## src/rtl/multichannel_pulse_generator.sv

```systemverilog
// Multichannel ultrasound transmit pulse generator: one shared symbol pattern,
// per-channel start delays, periodic frames, continuous or burst operation.
module multichannel_pulse_generator #(
    parameter int N_CH    = 4,
    parameter int PAT_W   = 32,
    parameter int CNT_W   = 32,
    parameter int LEN_W   = 16,
    parameter int BURST_W = 16
) (
    input  logic                   clk,
    input  logic                   rst,
    input  logic                   enable,
    input  logic [PAT_W-1:0]       pattern,
    input  logic [$clog2(PAT_W):0] pat_len,
    input  logic [CNT_W-1:0]       tx_period,
    input  logic [LEN_W-1:0]       pulse_len,
    input  logic [N_CH*LEN_W-1:0]  ch_delay,
    input  logic [N_CH-1:0]        ch_en,
    input  logic [BURST_W-1:0]     burst_count,
    output logic [N_CH-1:0]        wave,
    output logic                   tx_start,
    output logic                   busy,
    output logic                   done
);

    localparam int PL_W  = $clog2(PAT_W) + 1;
    localparam int IDX_W = (PAT_W > 1) ? $clog2(PAT_W) : 1;

    typedef enum logic [1:0] {
        S_IDLE  = 2'd0,
        S_RUN   = 2'd1,
        S_DRAIN = 2'd2
    } top_state_e;

    typedef enum logic [1:0] {
        CH_WAIT = 2'd0,
        CH_EMIT = 2'd1,
        CH_OFF  = 2'd2
    } ch_state_e;

    top_state_e            state_q, state_d;
    logic [CNT_W-1:0]      frame_cnt_q, frame_cnt_d;
    logic [BURST_W-1:0]    frames_done_q, frames_done_d;
    logic                  tx_start_q, tx_start_d;
    logic                  done_q, done_d;
    logic [N_CH-1:0]       wave_q, wave_d;
    logic                  frame_start;
    logic                  wrap;

    // Frame configuration, captured at every frame start
    logic [PAT_W-1:0]      pattern_q;
    logic [PL_W-1:0]       pat_len_q;
    logic [CNT_W-1:0]      period_q;
    logic [LEN_W-1:0]      pulse_len_q;
    logic [N_CH*LEN_W-1:0] ch_delay_q;
    logic [N_CH-1:0]       ch_en_q;
    logic [BURST_W-1:0]    burst_q;

    logic [PL_W-1:0]       pat_len_clamped;
    logic [CNT_W-1:0]      period_in;
    logic [N_CH-1:0]       emit;

    assign pat_len_clamped = (pat_len > PL_W'(PAT_W)) ? PL_W'(PAT_W) : pat_len;
    assign period_in       = (tx_period == '0) ? CNT_W'(1) : tx_period;
    assign wrap            = (frame_cnt_q == period_q);

    always_comb begin
        state_d       = state_q;
        frame_cnt_d   = frame_cnt_q;
        frames_done_d = frames_done_q;
        tx_start_d    = 1'b0;
        done_d        = 1'b0;
        frame_start   = 1'b0;
        case (state_q)
            S_IDLE: begin
                if (enable) begin
                    state_d       = S_RUN;
                    frame_cnt_d   = '0;
                    frames_done_d = '0;
                    frame_start   = 1'b1;
                    tx_start_d    = 1'b1;
                end
            end
            S_RUN: begin
                if (wrap) begin
                    frames_done_d = frames_done_q + BURST_W'(1);
                    frame_cnt_d   = '0;
                    // A frame that ends with enable low has nothing left to drain
                    if (!enable || (burst_q != '0 && frames_done_d == burst_q)) begin
                        state_d = S_IDLE;
                        done_d  = 1'b1;
                    end else begin
                        frame_start = 1'b1;
                        tx_start_d  = 1'b1;
                    end
                end else begin
                    frame_cnt_d = frame_cnt_q + CNT_W'(1);
                    if (!enable) begin
                        state_d = S_DRAIN;
                    end
                end
            end
            S_DRAIN: begin
                if (wrap) begin
                    state_d     = S_IDLE;
                    done_d      = 1'b1;
                    frame_cnt_d = '0;
                end else begin
                    frame_cnt_d = frame_cnt_q + CNT_W'(1);
                end
            end
            default: begin
                state_d = S_IDLE;
            end
        endcase
    end

    always_ff @(posedge clk) begin
        if (rst) begin
            state_q       <= S_IDLE;
            frame_cnt_q   <= '0;
            frames_done_q <= '0;
            tx_start_q    <= 1'b0;
            done_q        <= 1'b0;
            wave_q        <= '0;
        end else begin
            state_q       <= state_d;
            frame_cnt_q   <= frame_cnt_d;
            frames_done_q <= frames_done_d;
            tx_start_q    <= tx_start_d;
            done_q        <= done_d;
            wave_q        <= wave_d;
        end
    end

    always_ff @(posedge clk) begin
        if (rst) begin
            pattern_q   <= '0;
            pat_len_q   <= '0;
            period_q    <= CNT_W'(1);
            pulse_len_q <= '0;
            ch_delay_q  <= '0;
            ch_en_q     <= '0;
            burst_q     <= '0;
        end else if (frame_start) begin
            pattern_q   <= pattern;
            pat_len_q   <= pat_len_clamped;
            period_q    <= period_in;
            pulse_len_q <= pulse_len;
            ch_delay_q  <= ch_delay;
            ch_en_q     <= ch_en;
            burst_q     <= burst_count;
        end
    end

    genvar gi;
    generate
        for (gi = 0; gi < N_CH; gi++) begin : g_ch
            ch_state_e         st_q, st_d;
            logic [LEN_W-1:0]  wait_q, wait_d;
            logic [LEN_W-1:0]  hold_q, hold_d;
            logic [IDX_W-1:0]  idx_q, idx_d;
            logic [LEN_W-1:0]  dly_in;
            logic [LEN_W-1:0]  dly_lat;

            assign dly_in  = ch_delay[gi*LEN_W +: LEN_W];
            assign dly_lat = ch_delay_q[gi*LEN_W +: LEN_W];

            // At a frame start the latched copies are not yet valid, so raw inputs decide the entry state
            always_comb begin
                st_d   = st_q;
                wait_d = wait_q;
                hold_d = hold_q;
                idx_d  = idx_q;
                if (frame_start) begin
                    wait_d = '0;
                    hold_d = '0;
                    idx_d  = '0;
                    if (pat_len == '0) begin
                        st_d = CH_OFF;
                    end else if (dly_in == '0) begin
                        st_d = CH_EMIT;
                    end else begin
                        st_d = CH_WAIT;
                    end
                end else if (state_d == S_IDLE) begin
                    st_d = CH_OFF;
                end else begin
                    case (st_q)
                        CH_WAIT: begin
                            if (wait_q == dly_lat - LEN_W'(1)) begin
                                st_d = CH_EMIT;
                            end else begin
                                wait_d = wait_q + LEN_W'(1);
                            end
                        end
                        CH_EMIT: begin
                            if (hold_q == pulse_len_q) begin
                                hold_d = '0;
                                if (PL_W'(idx_q) == pat_len_q - PL_W'(1)) begin
                                    st_d = CH_OFF;
                                end else begin
                                    idx_d = idx_q + IDX_W'(1);
                                end
                            end else begin
                                hold_d = hold_q + LEN_W'(1);
                            end
                        end
                        default: begin
                            st_d = CH_OFF;
                        end
                    endcase
                end
            end

            always_ff @(posedge clk) begin
                if (rst) begin
                    st_q   <= CH_OFF;
                    wait_q <= '0;
                    hold_q <= '0;
                    idx_q  <= '0;
                end else begin
                    st_q   <= st_d;
                    wait_q <= wait_d;
                    hold_q <= hold_d;
                    idx_q  <= idx_d;
                end
            end

            assign emit[gi] = (st_q == CH_EMIT) && pattern_q[idx_q];
        end
    endgenerate

    // Gate on the next top state so the output reads zero in every IDLE cycle
    assign wave_d = emit & ch_en_q & {N_CH{pat_len_q != '0}} & {N_CH{state_d != S_IDLE}};

    assign wave     = wave_q;
    assign tx_start = tx_start_q;
    assign done     = done_q;
    assign busy     = (state_q != S_IDLE);

endmodule

```

## config.mk

```make
export PLATFORM = sky130hd
export DESIGN_NAME = multichannel_pulse_generator
export DESIGN_NICKNAME = d
export VERILOG_FILES = /design/src/rtl/multichannel_pulse_generator.sv
export SDC_FILE = /design/constraint.sdc
export NUM_CORES = 1
export LEC_CHECK = 0
export ABC_CLOCK_PERIOD_IN_PS = 3690
export BUFFER_PORTS_ARGS = -buffer_cell sky130_fd_sc_hd__buf_2
export CAP_MARGIN = 30
export CELL_PAD_IN_SITES_DETAIL_PLACEMENT = 0
export CELL_PAD_IN_SITES_GLOBAL_PLACEMENT = 1
export CORE_ASPECT_RATIO = 1.2
export CORE_UTILIZATION = 41
export DETAILED_ROUTE_END_ITERATION = 8
export PLACE_DENSITY_LB_ADDON = 0.1
export SYNTH_ARGS = -nofsm -noshare
export SYNTH_HDL_FRONTEND = slang
export SYNTH_SLANG_ARGS = --single-unit
```

## constraint.sdc

```tcl
create_clock -name clk -period 3.69 [get_ports clk]
set_input_delay 0.1845 -clock clk [delete_from_list [all_inputs] [get_ports clk]]
set_output_delay 0.1845 -clock clk [all_outputs]
set_load 0.01 [all_outputs]
```

# Word-level counts from Yosys, hierarchy flattened
# Cells that the tools add are included.
# op_classes
muxes	66
n_lt_le_gt_ge	5
bitwise_logic	12
addsub	19
n_reduce_logical	45
n_eq_ne	34
# op_table
op	n
adder 16 x 1 -> 16 bit, second input constant	9
== test 16 bit	9
two-way mux 16 bit	6
two-way mux 32 bit	3
logical NOT 16 bit	4
one-hot mux 32 bit (2 select lines)	1
subtractor 16 x 1 -> 16 bit, second input constant	4
two-way mux 2 bit	29
inequality test 4 bit, second input constant	10
adder 32 x 1 -> 32 bit, second input constant	1
== test 32 bit	1
logical NOT 32 bit	1
one-hot mux 16 bit (2 select lines)	1
AND reduction 3 bit	9
== test 5 x 6 -> 1 bit	4
< comparator 5 x 6 -> 1 bit, second input constant	4
adder 5 x 1 -> 5 bit, second input constant	4
binary-select mux 1 bit (select 5 bit)	4
one-hot mux 2 bit (2 select lines)	4
AND reduction 4 bit	4
nonzero test 16 bit	1
two-way mux 1 bit	14
bitwise AND 4 bit	3
logical NOT 2 bit	6
18 further kinds	45
# word_totals
output_inout_bits	7
ff_bits	382

# Depth between registers and ports, before layout
# Gate-level depths: netlist (run 1).
# depth
word_depth	10
ltp_mapped	15

# Worst setup path before layout (run 1)
# Ideal clock, no wire load.
# synth_path
kind	register to register
startpoint	register frames_done_q[0]
endpoint	register g_ch[1].wait_q[15]
path_slack_ns	0.129
stages_incl_launch_ff	14
arrival_ns	3.490
path_buffers	3
setup_time_ns	0.070
path_cell_list	dfxtp_1 -> ha_1 -> nand3_1 -> nor4_1 -> xor2_1 -> a2111oi_0 -> and4b_1 -> buf_6 -> o32a_4 -> or4_4 -> buf_6 -> buf_6 -> or4_1 -> a21oi_1
# synth_via
elab_chain_len	10
word_cells_on_any_way	14
# synth_lines
element	line_no	source
start: declaration	43	logic [BURST_W-1:0] frames_done_q, frames_done_d;
start signal: assignment	129	frames_done_q <= frames_done_d;
adder 16 x 1 -> 16 bit (*)	86	frames_done_d = frames_done_q + BURST_W'(1);
== test 16 bit (*)	89	if (!enable || (burst_q != '0 && frames_done_d == burst_q)) begin
logical AND 1 bit (*)	89	
logical OR 1 bit (*)	89	
two-way mux 2 bit	89	
two-way mux 2 bit	85	if (wrap) begin
one-hot mux 2 bit (3 select lines)	74	case (state_q)
logical NOT 2 bit	186	end else if (state_d == S_IDLE) begin
inverter 1 bit (no line)	n/a	
AND reduction 3 bit (no line)	n/a	
end signal: assignment	224	wait_q <= wait_d;
end: declaration	160	logic [LEN_W-1:0] wait_q, wait_d;
# Every way passes the cells marked *; elsewhere a longest branch is shown, timed or not.
# A chain may end at the register's enable or synchronous reset.

# Worst setup path after layout (run 1)
# layout_path
startpoint	register frames_done_q[5]
endpoint	register g_ch[1].wait_q[14]
# Same word-level chain as after synthesis.

==> results of run 1 <==
-- state kept, by name (all words and copies together) (netlist names) --
signal / flops
done: 1
frames_done_q: 16
pulse_len_q: 16
tx_start: 1
ch_delay_q: 64
pattern_q: 32
pat_len_q: 6
g_ch.idx_q: 20
wave: 4
g_ch.st_q: 8
period_q: 32
g_ch.wait_q: 64
g_ch.hold_q: 64
ch_en_q: 4
state_q: 2
burst_q: 16
frame_cnt_q: 32
-- worst register-to-register path, delay by kind of cell (launching register included) --
family           cells  cell delay [ns]
flip-flops           1             0.46
AND/OR/NAND/NOR      5             2.16
AO/OA/AOI/OAI        4             0.82
-- final timing paths --
| path | slack [ns] | cells past startpoint | endpoint | from |
|---|---|---|---|---|
| worst max-delay path | 0.17 | 9 | g_ch[1].wait_q[14] | frames_done_q[5] |
| worst min-delay path | 0.05 | 2 | tx_start | rst |
| worst max register to register | 0.17 | 9 | g_ch[1].wait_q[14] | frames_done_q[5] |
| worst min register to register | 0.45 | 2 | wave[3] | ch_en_q[3] |
-- cell families after synthesis --
family,Yosys count,synth area share [%]
DFF,382,36.1
and+or+nand+nor,1197,27.6
buffers and inverters,216,3.97
xor gates and xnor gates,328,13.5
adders and majority gates,24,1.42
muxes,61,4.23
AOI/OAI and AO/OA,471,13.2
-- timing repair --
item                                   in CTS  in global routing
setup buffers                               0                  3
setup endpoints to repair                   0                 85
endpoints found under the hold margin     171                  0
hold buffers                              170                  0
gates resized for setup                     0                 10
-- per-stage QoR --
| stage | hold slack [ns] | util [%] | setup WS (ns) | std cells | total power, mW |
|---|---|---|---|---|---|
| CTS | 0.0153 | 51.2 | 0.0896 | 3630 | 11.3 |
| global route | 0.0637 | 51.4 | 0.0104 | 3634 | 11.8 |
| floorplan | 0.303 | - | 0.129 | 2679 | 6.01 |
| finish | 0.0502 | 51.4 | 0.165 | 3634 | 11.2 |
| detailed placement | 0.431 | 45.0 | 0.110 | 3383 | 6.75 |
| global placement | 0.425 | 45.0 | 0.177 | 3383 | 6.71 |
-- cell usage after synthesis, types with 22 or more instances --
library cell  count  share of area [%]
nand4_1          88                2.6
nand3_1         103                2.4
nor2b_1          22               0.65
nor3_1           51                1.2
mux2i_1          30                1.4
o21ai_0          79                1.9
nor2_1          210                3.7
a21oi_1         258                6.1
or4_1            30                1.1
and3_1           40                1.2
mux4_2           22                2.3
ha_1             24                1.4
xor2_1           98                4.0
inv_1            39               0.69
dfxtp_1         382                 36
xnor2_1         230                9.5
clkbuf_1        145                2.6
nand2_1         446                7.9
nor4_1           75                2.2
buf_1            23               0.41
or3_1            32               0.94
-- cell type report --
cell class	instances	area [um2]
fill	4856	24600
multi-input combinational	2081	12800
sequential	382	7650
timing repair buffer	410	3210
clock buffer	64	1310
tap	644	806
inverter	40	150
clock inverter	13	143
-- where the power goes --
group	internal, mW	leakage, nW	switching (mW)	total, mW
combinational	0.968	5.49	1.25	2.22
clock	2.65	0.721	1.75	4.40
sequential	4.31	3.11	0.274	4.58
-- layer usage --
metal | vias to the layer above | share of wire (%) | global-route usage, %
met1 | 9538 | 44 | 28.8
met3 | 130 | 3.7 | 3.17
li1 | 9946 | - | -
met5 | - | 0 | 0
met2 | 445 | 49 | 41.6
met4 | 0 | 3.5 | 9.13
==> impl_results.md, run 1 <==
- DRC: 0
- Final hold violations: 0
- Syn. warnings: 0
- Worst Setup End Kind: register
- DR vias/cell: 5.52
- Async SR Flop Fraction: 0%
- Synth unique cells: 75
- Starting Density: 41.9%
- Startpoint types: register
- Vias in the first global route: 19,600
- Crit path max-delay family: simple AND/OR/NAND/NOR gates
- Clock Path Buffers: 3
- Layout cells sized above 1: 12.7%
- DR vias: 20,100
- Synthesis-stage register bit count: 382
- Crit Path Max Fanout: 10
- Post-DP HPWL: 44.1 mm
- Clock transition at path regs: 0.06 ns
- Fin crit share: 95.5%
- Crit Path Class: reg -> reg
- PwrDens: 430 mW/mm2
- Htree depth: 2
- CP Data Arrival Time: 4.01 ns
- Max VDD drop: 0.291 mV
- Overall Global Routing Usage: 23.5%
- Ports: 180
- Initial antenna violation count: 0
- Nets: 3,155
- Status: complete, no violations
- Routability cong.: 0.901
- Measured slew at the worst slew-check pin: 0.918 ns
- Chip height: 251 um
- Clock skew: 0.0170 ns
- Max Cap Violations: 0
- Fmax: 284 MHz
- CTS tree: built
- Critical Path, Cell by Cell: nand3_1, or4_1, o21ai_1, a22oi_1, and4b_2, o32a_4, or4_4, or4_1, a21oi_1
- Synth Flop Type: dfxtp_1
- Fin area: 0.0260 mm2
- # rows: 90
- Clock Latency Late Sink: 0.57 ns
- CP dominant cell by count: or4_1
- Core Region: 0.0507 mm2
- Final Max Tran Viols: 0
- Num CTS Buffers: 43
- Root Driver: clkbuf_16
- Final ANT Viol Nets: 0
- Most frequent cells in the layout: nand2_1, dfxtp_1, a21oi_1
- Cell at the slowest stage of the critical path: or4_4
- Worst rel slew slack: 38.7%
- Die ar.: 0.0526 mm2
- Avg WL per Cell: 17.3 um
- CTS Sinks: 382
- Antenna cells: 0
- Wirelength, routed: 62.8 mm
- Post-synth EDFFs: 0
- First-pass GRT wire length: 101 mm
- Number of detailed-route iterations in the first pass: 5
- Most common cell after layout, fill and taps aside: nand2_1
- Largest net degree at the start of global routing: 176
- WP buf/inv: 0
- Synthesized Nets: 2,876
- Port bufs: 179
- Area growth, synth to finish: 22.8%
- Die width: 210 um
- RSZ-0062 raised after global routing: false
- Setup violators final: 0
- Post-DP Area: 0.0228 mm2
- Pleak: 9.31 nW
- Hold WC Path Type: in -> reg
- Cells after Synth: 2,679
- CP peak stage delay: 0.62 ns
- Grt total ovfl: 0
- Cell Area, Synth: 0.0212 mm2
- Minimum clock period: 3.52 ns
- 1st-iter DRT viols: 988
- Share of the yosys chip area belonging to registers: 36.1%
- Fin Setup TNS: 0 ns
- Crit path required time: 4.18 ns
- Mean Syn Cell Area: 7.92 um2
(Power assumes the default switching activity.)
==> run 2, diff against run 1 <==
--- a/config.mk
+++ b/config.mk
@@ -6,13 +6,13 @@
 export NUM_CORES = 1
 export LEC_CHECK = 0
 export ABC_CLOCK_PERIOD_IN_PS = 3690
-export BUFFER_PORTS_ARGS = -buffer_cell sky130_fd_sc_hd__buf_2
 export CAP_MARGIN = 30
 export CELL_PAD_IN_SITES_DETAIL_PLACEMENT = 0
 export CELL_PAD_IN_SITES_GLOBAL_PLACEMENT = 1
 export CORE_ASPECT_RATIO = 1.2
-export CORE_UTILIZATION = 41
+export CORE_UTILIZATION = 44
 export DETAILED_ROUTE_END_ITERATION = 8
+export DONT_BUFFER_PORTS = 1
 export PLACE_DENSITY_LB_ADDON = 0.1
 export SYNTH_ARGS = -nofsm -noshare
 export SYNTH_HDL_FRONTEND = slang
==> impl_results.md, run 2 (same netlist as run 1, synthesis figures left out) <==
- Setup violators final: 0 (unchanged)
- Clock Path Buffers: 3 (unchanged)
- Minimum clock period: 3.56 ns (+0.0374 ns)
- CP dominant cell by count: or4_1
- Htree depth: 2 (unchanged)
- WP buf/inv: 0 (unchanged)
- Final hold violations: 0 (unchanged)
- Regs by FF count: ch_delay_q (64), g_ch.hold_q (64), g_ch.wait_q (64)
- Max Cap Violations: 0 (unchanged)
- Clock skew: 0.0142 ns (-0.00279 ns)
- Fin crit share: 96.5% (+1.0 points)
- CTS Sinks: 382 (unchanged)
- Hold WC Path Type: in -> reg
- Worst rel slew slack: 36.4% (-2.4 points)
- Total setup buffers inserted after CTS: 0 (unchanged)
- Post-DP HPWL: 43.2 mm (-2.1%)
- Most common cell after layout, fill and taps aside: nand2_1
- Die ar.: 0.0491 mm2 (-6.8%)
- Number of detailed-route iterations in the first pass: 5 (unchanged)
- Final Max Tran Viols: 0 (unchanged)
- Nets: 2,990 (-5.2%)
- RSZ-0062 raised after global routing: true
- P_sw: 3.31 mW (+0.99%)
- CP peak stage delay: 0.64 ns (+0.02 ns)
- Vias in the first global route: 19,100 (-2.4%)
- Gate power share: 18.9% (-0.9 points)
- Avg WL per Cell: 18.2 um (+5.5%)
- Critical Path, Cell by Cell: nand4_2, or4_1, o21ai_1, a22oi_1, and4b_2, o32a_4, or4_4, or4_1, a21oi_1
- Clock transition at path regs: 0.06 ns (about the same)
- Final Core Density: 53.4% (+2.0 points)
- CTS tree: built
- Area growth, synth to finish: 19.0%
- Final ANT Viol Nets: 0 (unchanged)
- DR vias: 19,600 (-2.1%)
- Core Region: 0.0472 mm2 (-6.8%)
- Reg power frac: 40.5% (-0.4 points)
- Hold_ws: 0.0383 ns (-0.0119 ns)
- Clock Latency Late Sink: 0.58 ns (about the same)
- Max VDD drop: 0.370 mV (+27%)
- Pint: 8.02 mW (+1.1%)
- Measured slew at the worst slew-check pin: 0.952 ns (+0.0346 ns)
- Fin Setup TNS: 0 ns (unchanged)
- Root Driver: clkbuf_16
- Crit path required time: 4.20 ns (+0.02 ns)
- DR vias/cell: 5.69 (+3.1%)
- Grt total ovfl: 0 (unchanged)
- Wirelength, routed: 62.9 mm (+0.22%)
- Fmax: 281 MHz (-1.1%)
- Status: complete, no violations
- DP Cell Count: 3,195 (-5.6%)
- Non-Filler Instances: 3,451 (-5.0%)
- Routability cong.: 0.854 (-5.1%)
- Most frequent cells in the layout: nand2_1, dfxtp_1, a21oi_1
- Ports: 180 (unchanged)
- Initial antenna violation count: 2 (+2)
- Crit Path Class: reg -> reg
- Startpoint types: register
- Worst setup margin: 0.128 ns (-0.0374 ns)
- Crit Path Max Fanout: 13 (+3)
- DRC: 0 (unchanged)
- # rows: 87 (-3.3%)
- Port bufs: 0 (-100%)
- Switching Share: 29.2% (about the same)
- Largest net degree at the start of global routing: 200 (+14%)
- PwrDens: 449 mW/mm2 (+4.2%)
- Layout cells sized above 1: 7.50% (-5.2 points)
- Starting Density: 44.9% (+3.0 points)
- Die width: 202 um (-3.4%)
- Num CTS Buffers: 44 (+2.3%)
- Clock power frac: 40.6% (+1.3 points)
- Place WS: 0.0760 ns (-0.0345 ns)
- Worst Setup End Kind: register
- Chip height: 243 um (-3.4%)
- Crit path max-delay family: simple AND/OR/NAND/NOR gates
- CP Data Arrival Time: 4.07 ns (+0.06 ns)
- Overall Global Routing Usage: 24.6% (+1.1 points)
- 1st-iter DRT viols: 1,056 (+6.9%)
- First-pass GRT wire length: 98.4 mm (-2.7%)
- Cell at the slowest stage of the critical path: or4_4
- Pleak: 8.68 nW (-6.8%)
run 2: cell count changes in the layout (fill, tap and decap cells not counted), sizes merged:
cell | previous run | this run
dlygate4sd3 | 170 | 172
diode | 0 | 1
inv | 39 | 41
or4 | 31 | 32
buf | 239 | 70
clkinv | 10 | 11
bufinv | 3 | 5
clkbuf | 65 | 63
run 2: per-layer routing:
metal / track usage, % / wire length, um / vias to the layer above
met3: 3.23 / 2880 / 124
met4: 9.51 / 2060 / 2
li1: - / - / 9654
met2: 44.2 / 31400 / 484
met5: 0 / 11 / -
met1: 29.6 / 26600 / 9372
run 2: power groups by stage:
stage          Clock [mW]  Combinational [mW]  Sequential, mW
2_1_floorplan           0                1.48            4.53
3_3_place_gp            0                1.87            4.67
3_5_place_dp            0                1.91            4.68
4_1_cts              4.72                2.11            4.59
5_1_grt              4.87                2.35            4.62
6_report             4.60                2.14            4.59
run 2: cell type report:
| type | instances | area (um2) |
|---|---|---|
| clock buffer | 62 | 1300 |
| multi-input combinational | 2082 | 12800 |
| inverter | 40 | 150 |
| timing repair buffer | 243 | 2360 |
| fill | 4592 | 22000 |
| antenna | 1 | 2.50 |
| tap | 623 | 779 |
| clock inverter | 18 | 229 |
| sequential | 382 | 7650 |
run 2: per-stage QoR:
| stage | power [mW] | instance area [um2] |
|---|---|---|
| 2_1_floorplan | 6.01 | 21200 |
| 3_3_place_gp | 6.55 | 21900 |
| 3_5_place_dp | 6.58 | 21900 |
| 4_1_cts | 11.4 | 25200 |
| 5_1_grt | 11.8 | 25200 |
| 6_report | 11.3 | 25200 |
run 2: path summary, 6_finish.rpt:
check | from | to | slack [ns] | cells after the start
max | frames_done_q[7] | g_ch[1].wait_q[14] | 0.13 | 9
min | pat_len[0] | g_ch[0].st_q[1] | 0.04 | 4
max reg2reg | frames_done_q[7] | g_ch[1].wait_q[14] | 0.13 | 9
min reg2reg | ch_en_q[3] | ch_en_q[3] | 0.46 | 2
run 2: worst register-to-register path, cell delays in order, from the launching register on:
cell,delay (ns)
dfxtp_1,0.45
nand4_2,0.19
or4_1,0.57
o21ai_1,0.13
a22oi_1,0.10
and4b_2,0.27
o32a_4,0.45
or4_4,0.64
or4_1,0.54
a21oi_1,0.15
run 2: repair_timing:
action | CTS | global route
endpoints found under the hold margin | 203 | 0
resized for setup | 0 | 9
hold buffers | 173 | 0
setup endpoints to repair | 0 | 178
